<file path="src/rtl/spi_pkg.sv">
// Shared types and constants for the SPI port controller: FSM states, pad drive
// bundle, synchroniser reset values and the slave-select index width helper.
package spi_pkg;

    typedef enum logic [1:0] {
        ST_IDLE,
        ST_SETUP,
        ST_ACTIVE,
        ST_HOLD
    } spi_state_e;

    typedef struct packed {
        logic mosi_o;
        logic mosi_oe;
        logic miso_o;
        logic miso_oe;
        logic sck_o;
        logic sck_oe;
        logic ss_oe;
        logic data_in;
    } pad_drv_t;

    // Idle-high lines reset high so no false edge or select appears after reset.
    localparam logic SYNC_RST_SS  = 1'b1;
    localparam logic SYNC_RST_SCK = 1'b1;
    localparam logic SYNC_RST_DAT = 1'b0;

    function automatic int ss_idx_w(input int n);
        return (n > 1) ? $clog2(n) : 1;
    endfunction

endpackage

</file>
<file path="src/rtl/spi_sync_edge.sv">
// Multi-flop pad input synchroniser with a configurable reset value and
// single-cycle rise/fall pulses of the synchronised level.
module spi_sync_edge #(
    parameter int   STAGES  = 2,
    parameter logic RST_VAL = 1'b0
) (
    input  logic clk,
    input  logic rst,
    input  logic d,
    output logic q,
    output logic rise,
    output logic fall
);

    logic [STAGES-1:0] sync_q, sync_d;
    logic              prev_q, prev_d;

    always_comb begin
        sync_d = {sync_q[STAGES-2:0], d};
        prev_d = sync_q[STAGES-1];
    end

    always_ff @(posedge clk) begin
        if (rst) begin
            sync_q <= {STAGES{RST_VAL}};
            prev_q <= RST_VAL;
        end else begin
            sync_q <= sync_d;
            prev_q <= prev_d;
        end
    end

    assign q    = sync_q[STAGES-1];
    assign rise =  q & ~prev_q;
    assign fall = ~q &  prev_q;

endmodule

</file>
<file path="src/rtl/spi_port_ctrl_mc.sv">
// SPI pad steering: synchronised slave inputs, registered pad drive, auto slave
// select sequencing with setup/hold timing, and sticky mode-fault detection.
module spi_port_ctrl_mc
    import spi_pkg::*;
#(
    parameter int NUM_SS       = 4,
    parameter int SYNC_STAGES  = 2,
    parameter int SS_SETUP_CYC = 2,
    parameter int SS_HOLD_CYC  = 2,
    localparam int IW          = ss_idx_w(NUM_SS)
) (
    input  logic              clk,
    input  logic              rst,
    input  logic              mstr,
    input  logic              modfen,
    input  logic              ssoe,
    input  logic [IW-1:0]     ss_idx,
    input  logic              xfer_req,
    input  logic              shift_done,
    input  logic              sck_out,
    input  logic              data_out,
    input  logic              modf_clr,
    input  logic              mosi_i,
    input  logic              miso_i,
    input  logic              sck_i,
    input  logic              ss_i,
    output logic              mosi_o,
    output logic              mosi_oe,
    output logic              miso_o,
    output logic              miso_oe,
    output logic              sck_o,
    output logic              sck_oe,
    output logic [NUM_SS-1:0] ss_o,
    output logic              ss_oe,
    output logic              data_in,
    output logic              sck_in,
    output logic              sck_rise,
    output logic              sck_fall,
    output logic              ss_slave,
    output logic              xfer_go,
    output logic              busy,
    output logic              modf,
    output logic              mstr_eff
);

    logic       ss_sync, mosi_sync, miso_sync;
    logic [2:0] unused_rise, unused_fall;

    spi_sync_edge #(.STAGES(SYNC_STAGES), .RST_VAL(SYNC_RST_SCK)) u_sync_sck (
        .clk(clk), .rst(rst), .d(sck_i), .q(sck_in), .rise(sck_rise), .fall(sck_fall));
    spi_sync_edge #(.STAGES(SYNC_STAGES), .RST_VAL(SYNC_RST_SS)) u_sync_ss (
        .clk(clk), .rst(rst), .d(ss_i), .q(ss_sync), .rise(unused_rise[0]), .fall(unused_fall[0]));
    spi_sync_edge #(.STAGES(SYNC_STAGES), .RST_VAL(SYNC_RST_DAT)) u_sync_mosi (
        .clk(clk), .rst(rst), .d(mosi_i), .q(mosi_sync), .rise(unused_rise[1]), .fall(unused_fall[1]));
    spi_sync_edge #(.STAGES(SYNC_STAGES), .RST_VAL(SYNC_RST_DAT)) u_sync_miso (
        .clk(clk), .rst(rst), .d(miso_i), .q(miso_sync), .rise(unused_rise[2]), .fall(unused_fall[2]));

    spi_state_e        state_q, state_d;
    logic [7:0]        cnt_q, cnt_d;
    logic [NUM_SS-1:0] ss_o_q, ss_o_d;
    logic              xfer_go_q, xfer_go_d;
    logic              modf_q, modf_d;
    pad_drv_t          pad_q, pad_d;
    logic              fault, eff_n;
    logic [31:0]       idx_ext;

    // Drive decisions use the post-fault master state so that a fault releases
    // every pad enable in the same cycle modf becomes visible.
    always_comb begin
        fault  = mstr & modfen & ~ssoe & ~ss_sync;
        modf_d = fault | (modf_q & ~modf_clr);
        eff_n  = mstr & ~modf_d;

        pad_d         = '0;
        pad_d.mosi_o  = data_out;
        pad_d.miso_o  = data_out;
        pad_d.sck_o   = sck_out;
        pad_d.mosi_oe = eff_n;
        pad_d.sck_oe  = eff_n;
        pad_d.ss_oe   = eff_n & ssoe;
        // A faulted master is not a selected slave, so MISO needs mstr low too.
        pad_d.miso_oe = ~mstr & ~ss_sync;
        pad_d.data_in = eff_n ? miso_sync : mosi_sync;
    end

    always_comb begin
        state_d   = state_q;
        cnt_d     = cnt_q;
        ss_o_d    = ss_o_q;
        xfer_go_d = 1'b0;
        idx_ext   = 32'(ss_idx);
        case (state_q)
            ST_IDLE: begin
                if (xfer_req && (idx_ext < NUM_SS)) begin
                    for (int i = 0; i < NUM_SS; i++) ss_o_d[i] = (i != idx_ext);
                    cnt_d   = 8'(SS_SETUP_CYC - 1);
                    state_d = ST_SETUP;
                end
            end
            ST_SETUP: begin
                if (cnt_q == 8'd0) begin
                    xfer_go_d = 1'b1;
                    state_d   = ST_ACTIVE;
                end else begin
                    cnt_d = cnt_q - 8'd1;
                end
            end
            ST_ACTIVE: begin
                if (shift_done) begin
                    cnt_d   = 8'(SS_HOLD_CYC - 1);
                    state_d = ST_HOLD;
                end
            end
            ST_HOLD: begin
                if (cnt_q == 8'd0) begin
                    ss_o_d  = '1;
                    state_d = ST_IDLE;
                end else begin
                    cnt_d = cnt_q - 8'd1;
                end
            end
            default: state_d = ST_IDLE;
        endcase
        // Losing master (fault or mode switch) aborts any sequence immediately.
        if (!eff_n) begin
            state_d   = ST_IDLE;
            ss_o_d    = '1;
            xfer_go_d = 1'b0;
        end
    end

    always_ff @(posedge clk) begin
        if (rst) begin
            state_q   <= ST_IDLE;
            cnt_q     <= '0;
            ss_o_q    <= '1;
            xfer_go_q <= 1'b0;
            modf_q    <= 1'b0;
            pad_q     <= '0;
        end else begin
            state_q   <= state_d;
            cnt_q     <= cnt_d;
            ss_o_q    <= ss_o_d;
            xfer_go_q <= xfer_go_d;
            modf_q    <= modf_d;
            pad_q     <= pad_d;
        end
    end

    assign mosi_o   = pad_q.mosi_o;
    assign mosi_oe  = pad_q.mosi_oe;
    assign miso_o   = pad_q.miso_o;
    assign miso_oe  = pad_q.miso_oe;
    assign sck_o    = pad_q.sck_o;
    assign sck_oe   = pad_q.sck_oe;
    assign ss_oe    = pad_q.ss_oe;
    assign data_in  = pad_q.data_in;
    assign ss_o     = ss_o_q;
    assign xfer_go  = xfer_go_q;
    assign busy     = (state_q != ST_IDLE);
    assign modf     = modf_q;
    assign mstr_eff = mstr & ~modf_q;
    assign ss_slave = ss_sync | mstr_eff;

endmodule

</file>
<file path="config.mk">
export PLATFORM = sky130hd
export DESIGN_NAME = spi_port_ctrl_mc
export DESIGN_NICKNAME = d
export VERILOG_FILES = /design/src/rtl/spi_pkg.sv /design/src/rtl/spi_sync_edge.sv /design/src/rtl/spi_port_ctrl_mc.sv
export SDC_FILE = /design/constraint.sdc
export NUM_CORES = 1
export LEC_CHECK = 0
export ABC_AREA = 1
export ABC_CLOCK_PERIOD_IN_PS = 1800
export CAP_MARGIN = 5
export CORE_MARGIN = 1.5
export CORE_UTILIZATION = 48
export CTS_CLUSTER_DIAMETER = 120
export CTS_CLUSTER_SIZE = 28
export DETAILED_ROUTE_END_ITERATION = 12
export GPL_ROUTABILITY_DRIVEN = 1
export PLACE_DENSITY_LB_ADDON = 0.08
export SETUP_SLACK_MARGIN = 0.4
export SYNTH_ARGS = -nofsm -noshare
export SYNTH_HDL_FRONTEND = slang
export SYNTH_SLANG_ARGS = --single-unit
</file>
<file path="constraint.sdc">
create_clock -name clk -period 1.8 [get_ports clk]
set_input_delay 0.36 -clock clk [delete_from_list [all_inputs] [get_ports clk]]
set_output_delay 0.36 -clock clk [all_outputs]
set_load 0.005 [all_outputs]
</file>
# Word level (Yosys, flattened, before mapping)
# Index checks and enable logic that the tools add are counted.
# totals
ff_bits,31
word_cells,75
# classes
n_eq_ne,11
addsub,1
n_mux,14
n_reduce_logical,11
n_bitwise,22
# ops
op,n
$mux 8,3
$pmux 8 s3,1
$and 1x1->1,10
$ne 2x2->1 const B,5
$not 1->1,10
$logic_not 8->1,1
$mux 2,4
$mux 4,2
$pmux 2 s4,1
$pmux 4 s2,1
$sub 8x1->8 const B,1
$reduce_and 3->1,2
$reduce_bool 2->1,3
$eq 2x2->1 const B,2
$ne 2x2->1 const A,2
$reduce_and 4->1,1
$reduce_or 2->1,2
$reduce_or 3->1,1
$eq 2x1->1 const B,1
$logic_not 2->1,1
$mux 1,2
$ne 1x2->1 const A,1
$or 1x1->1,2

# Depth between registers and ports, before layout
# Gate-level depths: netlist (run 1).
# logic_depth
ltp_word,8
depth_mapped,10

# Hierarchy
# From an unflattened synthesis (run 1), not the netlist that was laid out.
# unflattened
cells_unflattened,221
hier_area_um2,1585.3
# by_module_without_submodules
mod,area_per_inst_um2,cells_each,n_inst
spi_port_ctrl_mc,1202.4,171,1
spi_sync_edge at u_sync_sck ...,97.6,13,2
spi_sync_edge at u_sync_miso ...,93.8,12,2

# Least setup slack after synthesis (run 1)
# No wires, ideal clock.
# synth_path
path_kind,register to register
start,register state_q[0]
end,register cnt_q[5]
arrival_time_ns,1.208
t_required_ns,1.687
setup_ns,0.113
synth_period_minus_slack_ns,1.321
slack_ns,0.479
stages_incl_launch_ff,11
path_cell_list,dfxtp_1 inv_1 ha_1 nand2_1 o21ai_0 inv_2 nand2_1 nand2_1 inv_1 nand2_1 nor2_1
# synth_between
elab_chain_len,4
word_cells_on_any_way,10
cone_classes,eq/ne (6); mux (1); reduce/logical (3)
# synth_rtl
element,line,text
start: declaration,spi_port_ctrl_mc.sv:58,"spi_state_e state_q, state_d;"
start signal: assignment,spi_port_ctrl_mc.sv:141,state_q <= state_d;
$eq 2x2->1 / $eq 2x1->1 (equally long branches),spi_port_ctrl_mc.sv:92,case (state_q)
$reduce_or 2->1 (no line),-,
$ne 2x2->1 (no line),-,
$reduce_and 3->1 (no line),-,
end signal: assignment,spi_port_ctrl_mc.sv:142,cnt_q <= cnt_d;
end: declaration,spi_port_ctrl_mc.sv:59,"logic [7:0] cnt_q, cnt_d;"
# Several ways; a longest one is shown, not always the timed one.
# A chain may end at the register's enable or synchronous reset.

# Final worst setup path (run 1)
# layout_path
start,register state_q[0]
end,output port busy
# layout_between
elab_chain_len,1
# layout_rtl
element,line,text
$reduce_bool 2->1,spi_port_ctrl_mc.sv:160,assign busy = (state_q != ST_IDLE);
end: declaration,spi_port_ctrl_mc.sv:41,"output logic busy,"
# Every way passes these cells.

==> flow_summary.toml, run 1 <==
[outcome]
status = "finished clean"

[synthesis]
syn_inst = 191
syn_area_sq_mm = 0.00145
syn_area_per_cell_sq_um = 7.61
synth_fp_nets = 213
ys_seq_area_share_pct = 42.7
yosys.area.top_type = "dfxtp_1"
ys_types = 25
ys_ff_latch = 31
synth_edf_count = 0
yosys_warnings = 0
synthTopCellsByArea = "dfxtp_1 43%, nand2_1 9.0%, inv_1 8.0%"
synth.top_cell.area_share_pct = 42.7
synthArstFlopShare_pct = 0
ys.flop_type = "dfxtp_1"

[global_routing]
grt_pass1_wl_microns = 4960
grt_max_degree = 13
antenna_found_initial = 0
grt-ovfl-total = 0
grt_pass1_vias = 1249
grt.total_usage_pct = 19.5

[final_layout]
layout_common_cells = "29 x nand2_1, 23 x inv_1, 21 x nor2_1, 21 x dfxtp_1, 16 x dlygate4sd2_1"
n_antenna_cell = 0
fin_area_sq_mm = 0.00218
drive_gt1_share_pct = 38.0
fillers = 205
nNetsFinal = 271
final_common_cell = "nand2_1"
areaGrowthSynthToFinish_pct = 50.2

[routing]
ant_nets = 0
vias = 1405
first_pass_iters = 6
drc = 0
met1Wirelength_microns = 1450
avgViaCountPerCell = 5.00
top_layer = "met4"
route.met3.wl_microns = 132
wirelength_microns = 3560
drtIter0Drc = 62
avgRoutedWirePerCell_microns = 12.7
dr_wl_met2_microns = 1920

[sta]
period_needed_ns = 1.43
setup_violations = 0
fmaxAchievable_mhz = 699
grt_setup_unrepaired = "true"
fin_crit_sh_pct = 79.5
tightestPinTransition_ns = 0.445
slew-limit-headroom_pct = 70.2
hold_slack_ns = 0.408
hold_violations = 0
skew_ns = 0.00788
maxSlewViolCount = 0

[floorplanning]
rows = 19
top_level_ports = 36
dieArea_sq_mm = 0.00337
die_x_microns = 58.0
core_area_sq_mm = 0.00281
start_util_pct = 51.8
die_h_microns = 58.0

[critical_path]
reg2reg_from = "state_q[0]$_SDFFE_PP0P_"
worstSetupStartpointType = "flop"
worstPathArrival_ns = 1.07
rr_endpoint = "cnt_q[0]$_SDFFE_PP0P_"
startpoint = "state_q[0]$_SDFFE_PP0P_"
worst-r2r-cell-count = 9
cp-end-kind = "output port"
crit_path_end = "busy"
critical_path_required_ns = 1.44
critPathKind = "reg -> out"
path_max_fanout = 3
r2r_slack_ns = 0.39

[pwr]
peakVddDrop_mv = 0.749
p_per_area_mw_per_mm2 = 788
fin_total_pwr_w = 0.00172
p_leak_nw = 1.04

[clock_network]
clk-insertion-delay-late_ns = 0.32
cts-root-buf = "clkbuf_4"
cts_max_level = 2
clockBufferDepth = 2
cts_made_buffers = 5
path_clk_slew_ns = 0.10
clock-sinks = 31
cts_tree = "done"

[min_path]
min_from = "u_sync_mosi.sync_q[0]$_SDFF_PP0_"
min_path_type = "reg -> reg"

[placed_design]
place_area_sq_mm = 0.00184
dpl.hpwl_microns = 2220
numPortBuffers = 35
gp_congestion = 0.751

[run]
max_cap_violations = 0
cells by family after synthesis:
family | count (synthesis) | share of synthesized area [%]
DFF | 31 | 42.7
AOI/OAI and AO/OA | 16 | 7.06
xor gates and xnor gates | 1 | 0.603
buffers and inverters | 40 | 11.2
adders and majority gates | 6 | 5.17
and+or+nand+nor | 97 | 33.2
sequential cells by signal, indices dropped and copies added (netlist names), 2 cells and up:
signal / cells
u_sync_ss.sync_q: 2
u_sync_sck.sync_q: 2
state_q: 2
cnt_q: 8
ss_o: 4
u_sync_miso.sync_q: 2
u_sync_mosi.sync_q: 2
timing repair:
action / CTS / global route
resized for setup: 41 / 54
cloned: 0 / 1
endpoints found under the setup margin: 34 / 20
pin swaps: 2 / 14
setup buffers: 6 / 10
hold buffers: 0 / 0
synth_stat cells, types with 6 or more instances:
cell type	n
nand3_1	15
nand2_1	35
inv_1	31
dfxtp_1	31
a21oi_1	6
nor2_1	22
ha_1	6
per-layer routing:
layer	up-vias	global-route usage, %
li1	708	-
met5	-	0
met1	660	20.6
met3	6	5.13
met2	31	34.6
met4	0	11.6
stage by stage:
stage                     setup TNS (ns)  std cells  setup WS [ns]  utilization [%]
after floorplan                        0        191          0.479                -
after global placement            -0.105        256        -0.0902             65.6
after detailed placement          -0.236        256         -0.172             65.6
after CTS                              0        270          0.193             70.4
after global routing                   0        281          0.321             77.8
final                                  0        281          0.370             77.8
cell type report:
| class | count | area, sq um | area share, % |
|---|---|---|---|
| multi-input combinational | 120 | 795 | 36.4 |
| tap | 31 | 38.8 | 1.78 |
| sequential | 31 | 636 | 29.1 |
| timing repair inverter | 1 | 7.51 | 0.344 |
| inverter | 36 | 153 | 7.00 |
| clock buffer | 6 | 51.3 | 2.35 |
| clock inverter | 2 | 35.0 | 1.61 |
| timing repair buffer | 54 | 467 | 21.4 |
critical path: stages, from the launching register on:
cell      delay (ns)
dfxtp_4         0.39
inv_4           0.05
ha_4            0.16
inv_2           0.05
clkbuf_2        0.10
how the worst min path moves through the flow:
stage,end,depth (start not counted)
final,u_sync_mosi.sync_q[1]$_SDFF_PP0_,2
after global routing,u_sync_sck.sync_q[1]$_SDFF_PP1_,1
after CTS,u_sync_mosi.sync_q[1]$_SDFF_PP0_,2
after detailed placement,u_sync_mosi.sync_q[1]$_SDFF_PP0_,2
after global placement,u_sync_mosi.sync_q[1]$_SDFF_PP0_,2
after floorplan,u_sync_miso.sync_q[1]$_SDFF_PP0_,2
report_power, final:
group,internal (W),leakage [nW],total [W],switching (W)
Sequential,0.000723,0.255,0.000742,0.0000196
Clock,0.000328,0.0482,0.000569,0.000241
Combinational,0.000183,0.735,0.000409,0.000226
Power figures use the tool's default switching activity.
==> run 2, diff against run 1 <==
--- a/config.mk
+++ b/config.mk
@@ -6,10 +6,10 @@
 export NUM_CORES = 1
 export LEC_CHECK = 0
 export ABC_AREA = 1
-export ABC_CLOCK_PERIOD_IN_PS = 1800
+export ABC_CLOCK_PERIOD_IN_PS = 1250
 export CAP_MARGIN = 5
 export CORE_MARGIN = 1.5
-export CORE_UTILIZATION = 48
+export CORE_UTILIZATION = 43
 export CTS_CLUSTER_DIAMETER = 120
 export CTS_CLUSTER_SIZE = 28
 export DETAILED_ROUTE_END_ITERATION = 12
==> constraint.sdc (replaced) <==
create_clock -name clk -period 1.25 [get_ports clk]
set_input_delay 0.25 -clock clk [delete_from_list [all_inputs] [get_ports clk]]
set_output_delay 0.25 -clock clk [all_outputs]
set_load 0.005 [all_outputs]
==> run 2 against run 1 <==
The flow now finishes with violations (setup timing). Global-route usage down 0.74 points. Via count decreased by 2.3%. Clock skew fell by 0.0035 ns. Die area is 11% higher. Design area up 2.3%. Total power is 31% higher. Utilization down 6.4 points. Cell count up 7.5%. Combinational power up 49%. Critical endpoint is now state_q[1]$_SDFFE_PP0P_. Largest cell class unchanged.
==> flow_summary.toml, run 2 (synthesized netlist as in run 1, its figures left out) <==
[placed_design]
dpl.hpwl_microns = 2290
numPortBuffers = 35
gp_congestion = 0.832

[final_layout]
final_common_cell = "nand2_1"
drive_gt1_share_pct = 50.4
areaGrowthSynthToFinish_pct = 53.7
layout_common_cells = "29 x nand2_1, 22 x buf_4, 21 x nor2_1, 18 x inv_1, 18 x dfxtp_1"
regMostFlops = "cnt_q"
final_util_pct = 71.4
fillers = 246
n_antenna_cell = 0
largest_reg_flops = 8
nNetsFinal = 280

[clock_network]
cts-root-buf = "clkbuf_4"
cts_hold_buf = 0
clk-insertion-delay-late_ns = 0.33
cts_made_buffers = 5
clockBufferDepth = 2
clock-sinks = 31
cts_tree = "done"
path_clk_slew_ns = 0.09
cts_max_level = 2

[sta]
fmaxAchievable_mhz = 716
grt_setup_unrepaired = "true"
setup_violations = 15
tightestPinTransition_ns = 0.199
worst_slack_ns = -0.146
tns_ns = -1.38
maxSlewViolCount = 0
hold_violations = 0
slew-limit-headroom_pct = 86.7
period_needed_ns = 1.40
skew_ns = 0.00435
fin_crit_sh_pct = 112

[floorplanning]
rows = 20
start_util_pct = 46.4
dieArea_sq_mm = 0.00374
die_x_microns = 61.1
die_h_microns = 61.1
top_level_ports = 36
core_area_sq_mm = 0.00313

[critical_path]
path_max_fanout = 3
cp_slowest_cell = "dfxtp_2"
crit_path_frequent_cell = "buf_6"
worstPathArrival_ns = 1.63
cp-end-kind = "flop"
crit_family = "buffers and inverters"
cp_num_buf_inv = 4
cp_slowest_stage_delay_ns = 0.34
path_cells = "buf_6 > buf_6 > ha_4 > nor2_4 > inv_4 > buf_4 > nand2_4 > nand2_2 > nand2_1 > a21oi_2"
worstSetupStartpointType = "flop"
critical_path_required_ns = 1.48
critPathKind = "reg -> reg"

[outcome]
failed_checks = "setup timing"
status = "finished with violations"

[pwr]
peakVddDrop_mv = 0.626
p_per_area_mw_per_mm2 = 1010
p_leak_nw = 1.06

[routing]
drc = 0
avgViaCountPerCell = 4.54
wirelength_microns = 3270
vias = 1372
drtIter0Drc = 43
avgRoutedWirePerCell_microns = 10.8
ant_nets = 0
first_pass_iters = 4

[global_routing]
grt-ovfl-total = 0
grt_max_degree = 11
grt_pass1_wl_microns = 5130
grt.total_usage_pct = 18.8
antenna_found_initial = 0
grt_pass1_vias = 1214

[min_path]
min_path_type = "in -> reg"

[run]
max_cap_violations = 0
## run 2: where the power goes
part	total [W]	internal (W)	switching, W
Combinational	0.000608	0.000284	0.000324
Clock	0.000586	0.000260	0.000326
Sequential	0.00107	0.00104	0.0000268
Total	0.00226	0.00158	0.000677
## run 2: worst paths after layout
path                                         start                          endpoint  slack [ns]  cells past startpoint
hold reg to reg   u_sync_mosi.sync_q[0]$_SDFF_PP0_  u_sync_mosi.sync_q[1]$_SDFF_PP0_        0.40                      2
hold / removal                                mstr                miso_oe$_SDFF_PP0_        0.36                      3
setup reg to reg           state_q[1]$_SDFFE_PP0P_           state_q[1]$_SDFFE_PP0P_       -0.15                     10
setup / recovery           state_q[1]$_SDFFE_PP0P_           state_q[1]$_SDFFE_PP0P_       -0.15                     10
## run 2: what timing repair did
item | in CTS | in global routing
endpoints found under the setup margin | 42 | 39
gates resized for setup | 109 | 29
buffers inserted | 5 | 3
gates cloned | 0 | 1
pin swaps | 14 | 9
## run 2: layout make-up
cell class	instances	area, sq um	share of cell area [%]
timing repair buffer	63	509	22.8
timing repair inverter	1	7.51	0.336
tap	44	55.1	2.47
inverter	36	145	6.50
sequential	31	639	28.6
clock buffer	6	51.3	2.30
clock inverter	1	5.00	0.224
multi-input combinational	120	820	36.7
## run 2: stage by stage
stage	hold slack (ns)	instances	setup slack [ns]	cell area [sq um]	total power (W)
floorplan	0.328	191	0.0329	1500	0.00142
global placement	0.392	286	-0.412	2030	0.00161
detailed placement	0.395	286	-0.449	2030	0.00163
CTS	0.343	298	-0.162	2090	0.00223
global route	0.341	302	-0.218	2230	0.00241
finish	0.355	302	-0.146	2230	0.00226
## run 2: tightest hold or removal path, cell delays in order
cell           delay (ns)
dlygate4sd2_1        0.21
buf_4                0.13
nor3_1               0.05
## run 2: routing by layer
metal  up-vias  share of wire (%)  global-route usage, %
met5         -                  0                      0
li1        722                  -                      -
met4         0                1.0                   5.59
met1       613                 41                   21.3
met2        33                 52                   33.1
met3         4                5.7                   6.51
